### src/rtl/uart_word_rx.sv
// UART 8N1 receiver packing four bytes (MSB byte first) into 32-bit words.
// Define UART_WORD_TIMEOUT_EN to drop partial words after a long idle gap.
module uart_word_rx #(
    parameter int CLKS_PER_BIT = 868
`ifdef UART_WORD_TIMEOUT_EN
    ,
    parameter int TIMEOUT_BITS = 40
`endif
) (
    input  logic        clk,
    input  logic        rst,
    input  logic        uart_rx_pin,
    output logic [31:0] word_o,
    output logic        word_valid_o,
    input  logic        word_ready_i,
    output logic        frame_err_o,
    output logic        overrun_o,
    output logic        busy_o
);

    localparam int CW = $clog2(CLKS_PER_BIT);
    localparam logic [CW-1:0] HALF = CW'(CLKS_PER_BIT / 2);
    localparam logic [CW-1:0] LAST = CW'(CLKS_PER_BIT - 1);

    typedef enum logic [1:0] {
        S_IDLE,
        S_START,
        S_DATA,
        S_STOP
    } state_e;

    state_e state_q, state_d;

    logic          rx_s1_q, rx_s2_q, rx_prev_q;
    logic          rx, fall, tick;
    logic [CW-1:0] cnt_q, cnt_d;
    logic [2:0]    bit_q, bit_d;
    logic [7:0]    byte_q, byte_d;
    logic [23:0]   wsr_q, wsr_d;
    logic [1:0]    bcnt_q, bcnt_d;
    logic [31:0]   word_q, word_d;
    logic          valid_q, valid_d;
    logic          ferr_q, ferr_d;
    logic          ovr_q, ovr_d;

`ifdef UART_WORD_TIMEOUT_EN
    localparam int TO_CYC = TIMEOUT_BITS * CLKS_PER_BIT;
    localparam int TW = $clog2(TO_CYC + 1);
    logic [TW-1:0] idle_q, idle_d;
`endif

    assign rx   = rx_s2_q;
    assign fall = rx_prev_q & ~rx_s2_q;
    assign tick = (cnt_q == LAST);

    // state register
    always_ff @(posedge clk or negedge rst) begin
        if (!rst) begin
            state_q <= S_IDLE;
        end else begin
            state_q <= state_d;
        end
    end

    always_ff @(posedge clk or negedge rst) begin
        if (!rst) begin
            rx_s1_q   <= 1'b1;
            rx_s2_q   <= 1'b1;
            rx_prev_q <= 1'b1;
            cnt_q     <= '0;
            bit_q     <= '0;
            byte_q    <= '0;
            wsr_q     <= '0;
            bcnt_q    <= '0;
            word_q    <= '0;
            valid_q   <= 1'b0;
            ferr_q    <= 1'b0;
            ovr_q     <= 1'b0;
        end else begin
            rx_s1_q   <= uart_rx_pin;
            rx_s2_q   <= rx_s1_q;
            rx_prev_q <= rx_s2_q;
            cnt_q     <= cnt_d;
            bit_q     <= bit_d;
            byte_q    <= byte_d;
            wsr_q     <= wsr_d;
            bcnt_q    <= bcnt_d;
            word_q    <= word_d;
            valid_q   <= valid_d;
            ferr_q    <= ferr_d;
            ovr_q     <= ovr_d;
        end
    end

`ifdef UART_WORD_TIMEOUT_EN
    always_ff @(posedge clk or negedge rst) begin
        if (!rst) begin
            idle_q <= '0;
        end else begin
            idle_q <= idle_d;
        end
    end
`endif

    // next-state logic
    always_comb begin
        state_d = state_q;
        unique case (state_q)
            S_IDLE:  if (fall) state_d = S_START;
            S_START: if (cnt_q == HALF) state_d = rx ? S_IDLE : S_DATA;
            S_DATA:  if (tick && bit_q == 3'd7) state_d = S_STOP;
            S_STOP:  if (tick) state_d = S_IDLE;
            default: state_d = S_IDLE;
        endcase
    end

    // datapath and registered outputs
    always_comb begin
        cnt_d   = cnt_q + 1'b1;
        bit_d   = bit_q;
        byte_d  = byte_q;
        wsr_d   = wsr_q;
        bcnt_d  = bcnt_q;
        word_d  = word_q;
        valid_d = valid_q & ~word_ready_i;
        ferr_d  = 1'b0;
        ovr_d   = 1'b0;
        unique case (state_q)
            S_IDLE: cnt_d = '0;
            S_START: begin
                bit_d = '0;
                if (cnt_q == HALF) cnt_d = '0;
            end
            S_DATA: begin
                if (tick) begin
                    cnt_d  = '0;
                    byte_d = {rx, byte_q[7:1]};
                    bit_d  = bit_q + 1'b1;
                end
            end
            S_STOP: begin
                if (tick) begin
                    cnt_d = '0;
                    if (rx) begin
                        bcnt_d = bcnt_q + 1'b1;
                        wsr_d  = {wsr_q[15:0], byte_q};
                        if (bcnt_q == 2'd3) begin
                            if (!valid_q || word_ready_i) begin
                                word_d  = {wsr_q, byte_q};
                                valid_d = 1'b1;
                            end else begin
                                ovr_d = 1'b1;
                            end
                        end
                    end else begin
                        ferr_d = 1'b1;
                        bcnt_d = '0;
                        wsr_d  = '0;
                    end
                end
            end
            default: cnt_d = '0;
        endcase
`ifdef UART_WORD_TIMEOUT_EN
        // a start edge restarts the count; leaving IDLE also clears it
        idle_d = '0;
        if (state_q == S_IDLE && bcnt_q != 2'd0 && !fall) begin
            if (idle_q == TW'(TO_CYC - 1)) begin
                bcnt_d = '0;
                wsr_d  = '0;
            end else begin
                idle_d = idle_q + 1'b1;
            end
        end
`endif
    end

    // outputs
    always_comb begin
        word_o       = word_q;
        word_valid_o = valid_q;
        frame_err_o  = ferr_q;
        overrun_o    = ovr_q;
        busy_o       = (state_q != S_IDLE) || (bcnt_q != 2'd0);
    end

endmodule

### config.mk
export PLATFORM = sky130hd
export DESIGN_NAME = uart_word_rx
export DESIGN_NICKNAME = d
export VERILOG_FILES = /design/src/rtl/uart_word_rx.sv
export SDC_FILE = /design/constraint.sdc
export NUM_CORES = 1
export LEC_CHECK = 0
export CELL_PAD_IN_SITES_DETAIL_PLACEMENT = 0
export CELL_PAD_IN_SITES_GLOBAL_PLACEMENT = 1
export CORE_UTILIZATION = 45
export CTS_CLUSTER_SIZE = 25
export DETAILED_ROUTE_END_ITERATION = 10
export PLACE_DENSITY = 0.84
export SLEW_MARGIN = 0
export SYNTH_ARGS = -nofsm -noshare
export SYNTH_HDL_FRONTEND = slang
export SYNTH_SLANG_ARGS = --single-unit
### constraint.sdc
create_clock -name clk -period 3.15 [get_ports clk]
set_input_delay 0.945 -clock clk [delete_from_list [all_inputs] [get_ports clk]]
set_output_delay 0.945 -clock clk [all_outputs]
set_load 0.005 [all_outputs]
==> impl_metrics.csv <==
group,metric,value,unit
floorplanning,start_util,46.78,%
setup_path,path_buf_inv,1,
yosys,yosysWarnings,0,
hold_path,worstHoldStart,"rx_s1_q$_DFF_PN1_",
finish,drive_gt1_share,20.29,%
finish,multi_input_area,0.001353,mm^2
yosys,seq_area_frac_synth,59.71,%
run_status,status,"finished, final reports clean",
grt,grt_use_total,15.54,%
yosys,synth_top_area_share,57.55,%
yosys,synth_most_common_cell,"dfrtp_1",
routing,via_per_inst,4.828,
clocking,ctsHtreeMaxLevel,3,
setup_path,cp-end-kind,"register",
floorplanning,ios,40,
grt,grt_antenna_before_repair,0,
floorplanning,die_y,92.09,um
finish,fin_util,55.14,%
yosys,yosys.area.top_type,"dfrtp_1",
timing,fin_crit,2.769,ns
placed_design,pre_cts_ws,0.4157,ns
placed_design,placed_area,0.004126,mm^2
clocking,clk_latency,0.35,ns
routing,drc,0,
routing,vias,2134,
timing,fin_skew,0.01097,ns
clocking,cts_made_buffers,9,
floorplanning,die_area,0.008481,mm^2
clocking,cts_sinks,87,
timing,setup_violations,0,
pwr,p_per_area,472.6,mW/mm^2
placed_design,hpwlAfterDp,3.848,mm
finish,final_area,0.004305,mm^2
yosys,synth_area_per_cell,12.21,um^2
pwr,seqPwrFrac,58.7,%
setup_path,crit_chain,"ha_1 > or3b_2 > or4_4 > or3b_2 > buf_12 > mux2_4",
routing,m1WireLength,3.040,mm
setup_path,timing.critical_path.mode_cell,"or3b_2",
finish,nNetsFinal,345,
routing,route.met2.wl,2.535,mm
finish,antenna_cells,0,
clocking,clk_pin_slew_worst_paths,0.09,ns
pwr,power.internal,1.506,mW
pwr,leakage,2.028,nW
setup_path,crit_slowest_cell,"or4_4",
yosys,synth_common_cells,"dfrtp_1, nand2_1, mux2_4, o21ai_0, nor2_1",
grt,grt_pass1_vias,2060,
routing,met3_length,184,um
yosys,yosys_most_used_dff,"dfrtp_1",
clocking,cts.path.max_buffers,2,
pwr,vdd_ir_drop_max,0.2719,mV
flow_run,maxCapViolations,0,
yosys,syn_nets,309,
setup_path,cp-startpoint,"cnt_q[0]$_DFF_PN0_",
routing,ant_nets,0,
routing,drt_iter0_markers,101,
yosys,synth_area,0.003652,mm^2
pwr,swShare,25.99,%
setup_path,crit_family,"simple AND/OR/NAND/NOR gates",
setup_path,startpoint_type,"register",
yosys,synth-edff-count,0,
floorplanning,core,0.007807,mm^2
timing,maxSlewViolCount,0,
grt,grt_overflow,0,
setup_path,cp_slowest_stage_delay,0.50,ns
finish,fillers,674,
routing,wl_per_cell,13.23,um
placed_design,gp_congestion,0.7449,
setup_path,cp_max_fo,32,
timing,whs,0.3598,ns
setup_path,critPathRequiredTime,3.38,ns
clocking,cts_hold_buffers,0,
timing,finalSetupTns,0,ns
clocking,cts_tree,"yes",
yosys,synth.distinct_cells,32,
timing,timing.fmax,361.1,MHz
finish,seqCellArea,0.002181,mm^2
timing,tightest_slew,0.4503,ns
finish,syn_to_final_growth,17.88,%
clocking,cts_setup_buffers,0,
grt,grt_max_degree,60,
placed_design,io_buffers,39,
timing,fin_ws,0.3810,ns
timing,relSlewSlack,69.98,%
yosys,async_reset_ff_share,100.0,%
clocking,ctsResizeCount,0,
setup_path,r2r-start,"cnt_q[0]$_DFF_PN0_",
timing,timing.final.crit_share,87.91,%
floorplanning,rows,32,
routing,drt_first_pass_iters,4,
pwr,pwr-share-clk,34.6,%
setup_path,arrival,3.00,ns
clocking,root_buffer,"clkbuf_8",
pwr,pwr-share-comb,6.7,%
setup_path,crit_type,"reg -> reg",
yosys,synth_area_leaders,"dfrtp_1, mux2_4, nand2_1",
timing,rsz0062_at_grt,"false",
routing,routed_wl,5.846,mm
yosys,ys_ff_latch,87,
hold_path,min_path_type,"reg -> reg",
grt,grt_pass1_wl,10.19,mm
pwr,p_sw,528.8,uW
floorplanning,die_x,92.09,um
routing,top_layer,"met4",
yosys,synthCells,299,
timing,finalHoldViolCount,0,
[power by group through the flow]
stage	clock network, mW	registers, mW	logic, mW
after CTS	0.729	1.19	0.140
after global routing	0.782	1.20	0.156
final	0.704	1.19	0.136
after global placement	0	1.21	0.135
after floorplan	0	1.20	0.0908
after detailed placement	0	1.22	0.140
[stage by stage]
stage | instances | power [mW]
2_1_floorplan | 299 | 1.293
3_3_place_gp | 426 | 1.350
3_5_place_dp | 426 | 1.356
4_1_cts | 442 | 2.064
5_1_grt | 442 | 2.139
6_report | 442 | 2.035
[placed cells by master, fill, tap and decap left out, types with 2 or more instances in the layout]
cell	n
inv_1	4
or3b_2	2
nand4_1	3
nor2_1	15
mux2_2	10
mux2i_1	2
ha_1	6
nand3_1	6
mux2_4	30
clkinv_2	2
clkbuf_8	9
clkdlybuf4s50_1	38
nand2_1	59
buf_4	4
inv_6	2
dfstp_2	3
nor3_1	4
xnor2_1	7
xor2_1	2
buf_12	2
o21ai_0	30
dfrtp_1	84
[worst reg2reg max path, stage by stage (launching register included)]
cell,delay [ns]
dfrtp_1,0.39
ha_1,0.21
or3b_2,0.49
or4_4,0.50
or3b_2,0.50
buf_12,0.21
mux2_4,0.35
[final timing paths]
path | endpoint | slack [ns] | cells past startpoint
max in group asynchronous | byte_q[7]$_DFFE_PN0P_ | 2.03 | 2
worst max-delay path | word_o[18]$_DFFE_PN0P_ | 0.38 | 6
worst min register to register | rx$_DFF_PN1_ | 0.36 | 0
worst min-delay path | rx$_DFF_PN1_ | 0.36 | 0
worst max register to register | word_o[18]$_DFFE_PN0P_ | 0.38 | 6
min in group asynchronous | bcnt_q[0]$_DFFE_PN0P_ | 0.51 | 1
[routing by layer]
layer	global-route usage, %	vias to the layer above
met4	5.078	0
met5	0	-
met1	22.70	1014
met3	4.975	7
met2	21.83	36
li1	-	1077
[final cells by class]
class | count | share of cell area [%]
clock inverter | 7 | 1.279
sequential | 87 | 50.65
inverter | 4 | 0.3487
timing repair buffer | 44 | 10.46
multi-input combinational | 189 | 31.42
clock buffer | 9 | 2.877
tap | 102 | 2.964
[registers in the layout, summed over array words and instances, names as in the netlist, 2 cells and up, named ones only]
register	count
word_o	32
wsr_q	24
cnt_q	10
byte_q	8
bit_q	3
bcnt_q	2
[logic make-up (layout without fill, tap and decap cells)]
kind of cell / Yosys count / in the layout / synth area share, %
XOR/XNOR: 9 / 9 / 2.158
adder cells (fa/ha/maj): 6 / 6 / 2.055
buffers and inverters: 23 / 64 / 3.254
AND/OR/NAND/NOR: 98 / 98 / 11.89
flip-flops: 87 / 87 / 59.71
multiplexers: 42 / 42 / 15.96
AO/OA/AOI/OAI: 34 / 34 / 4.968
Power figures use the tool's default switching activity.
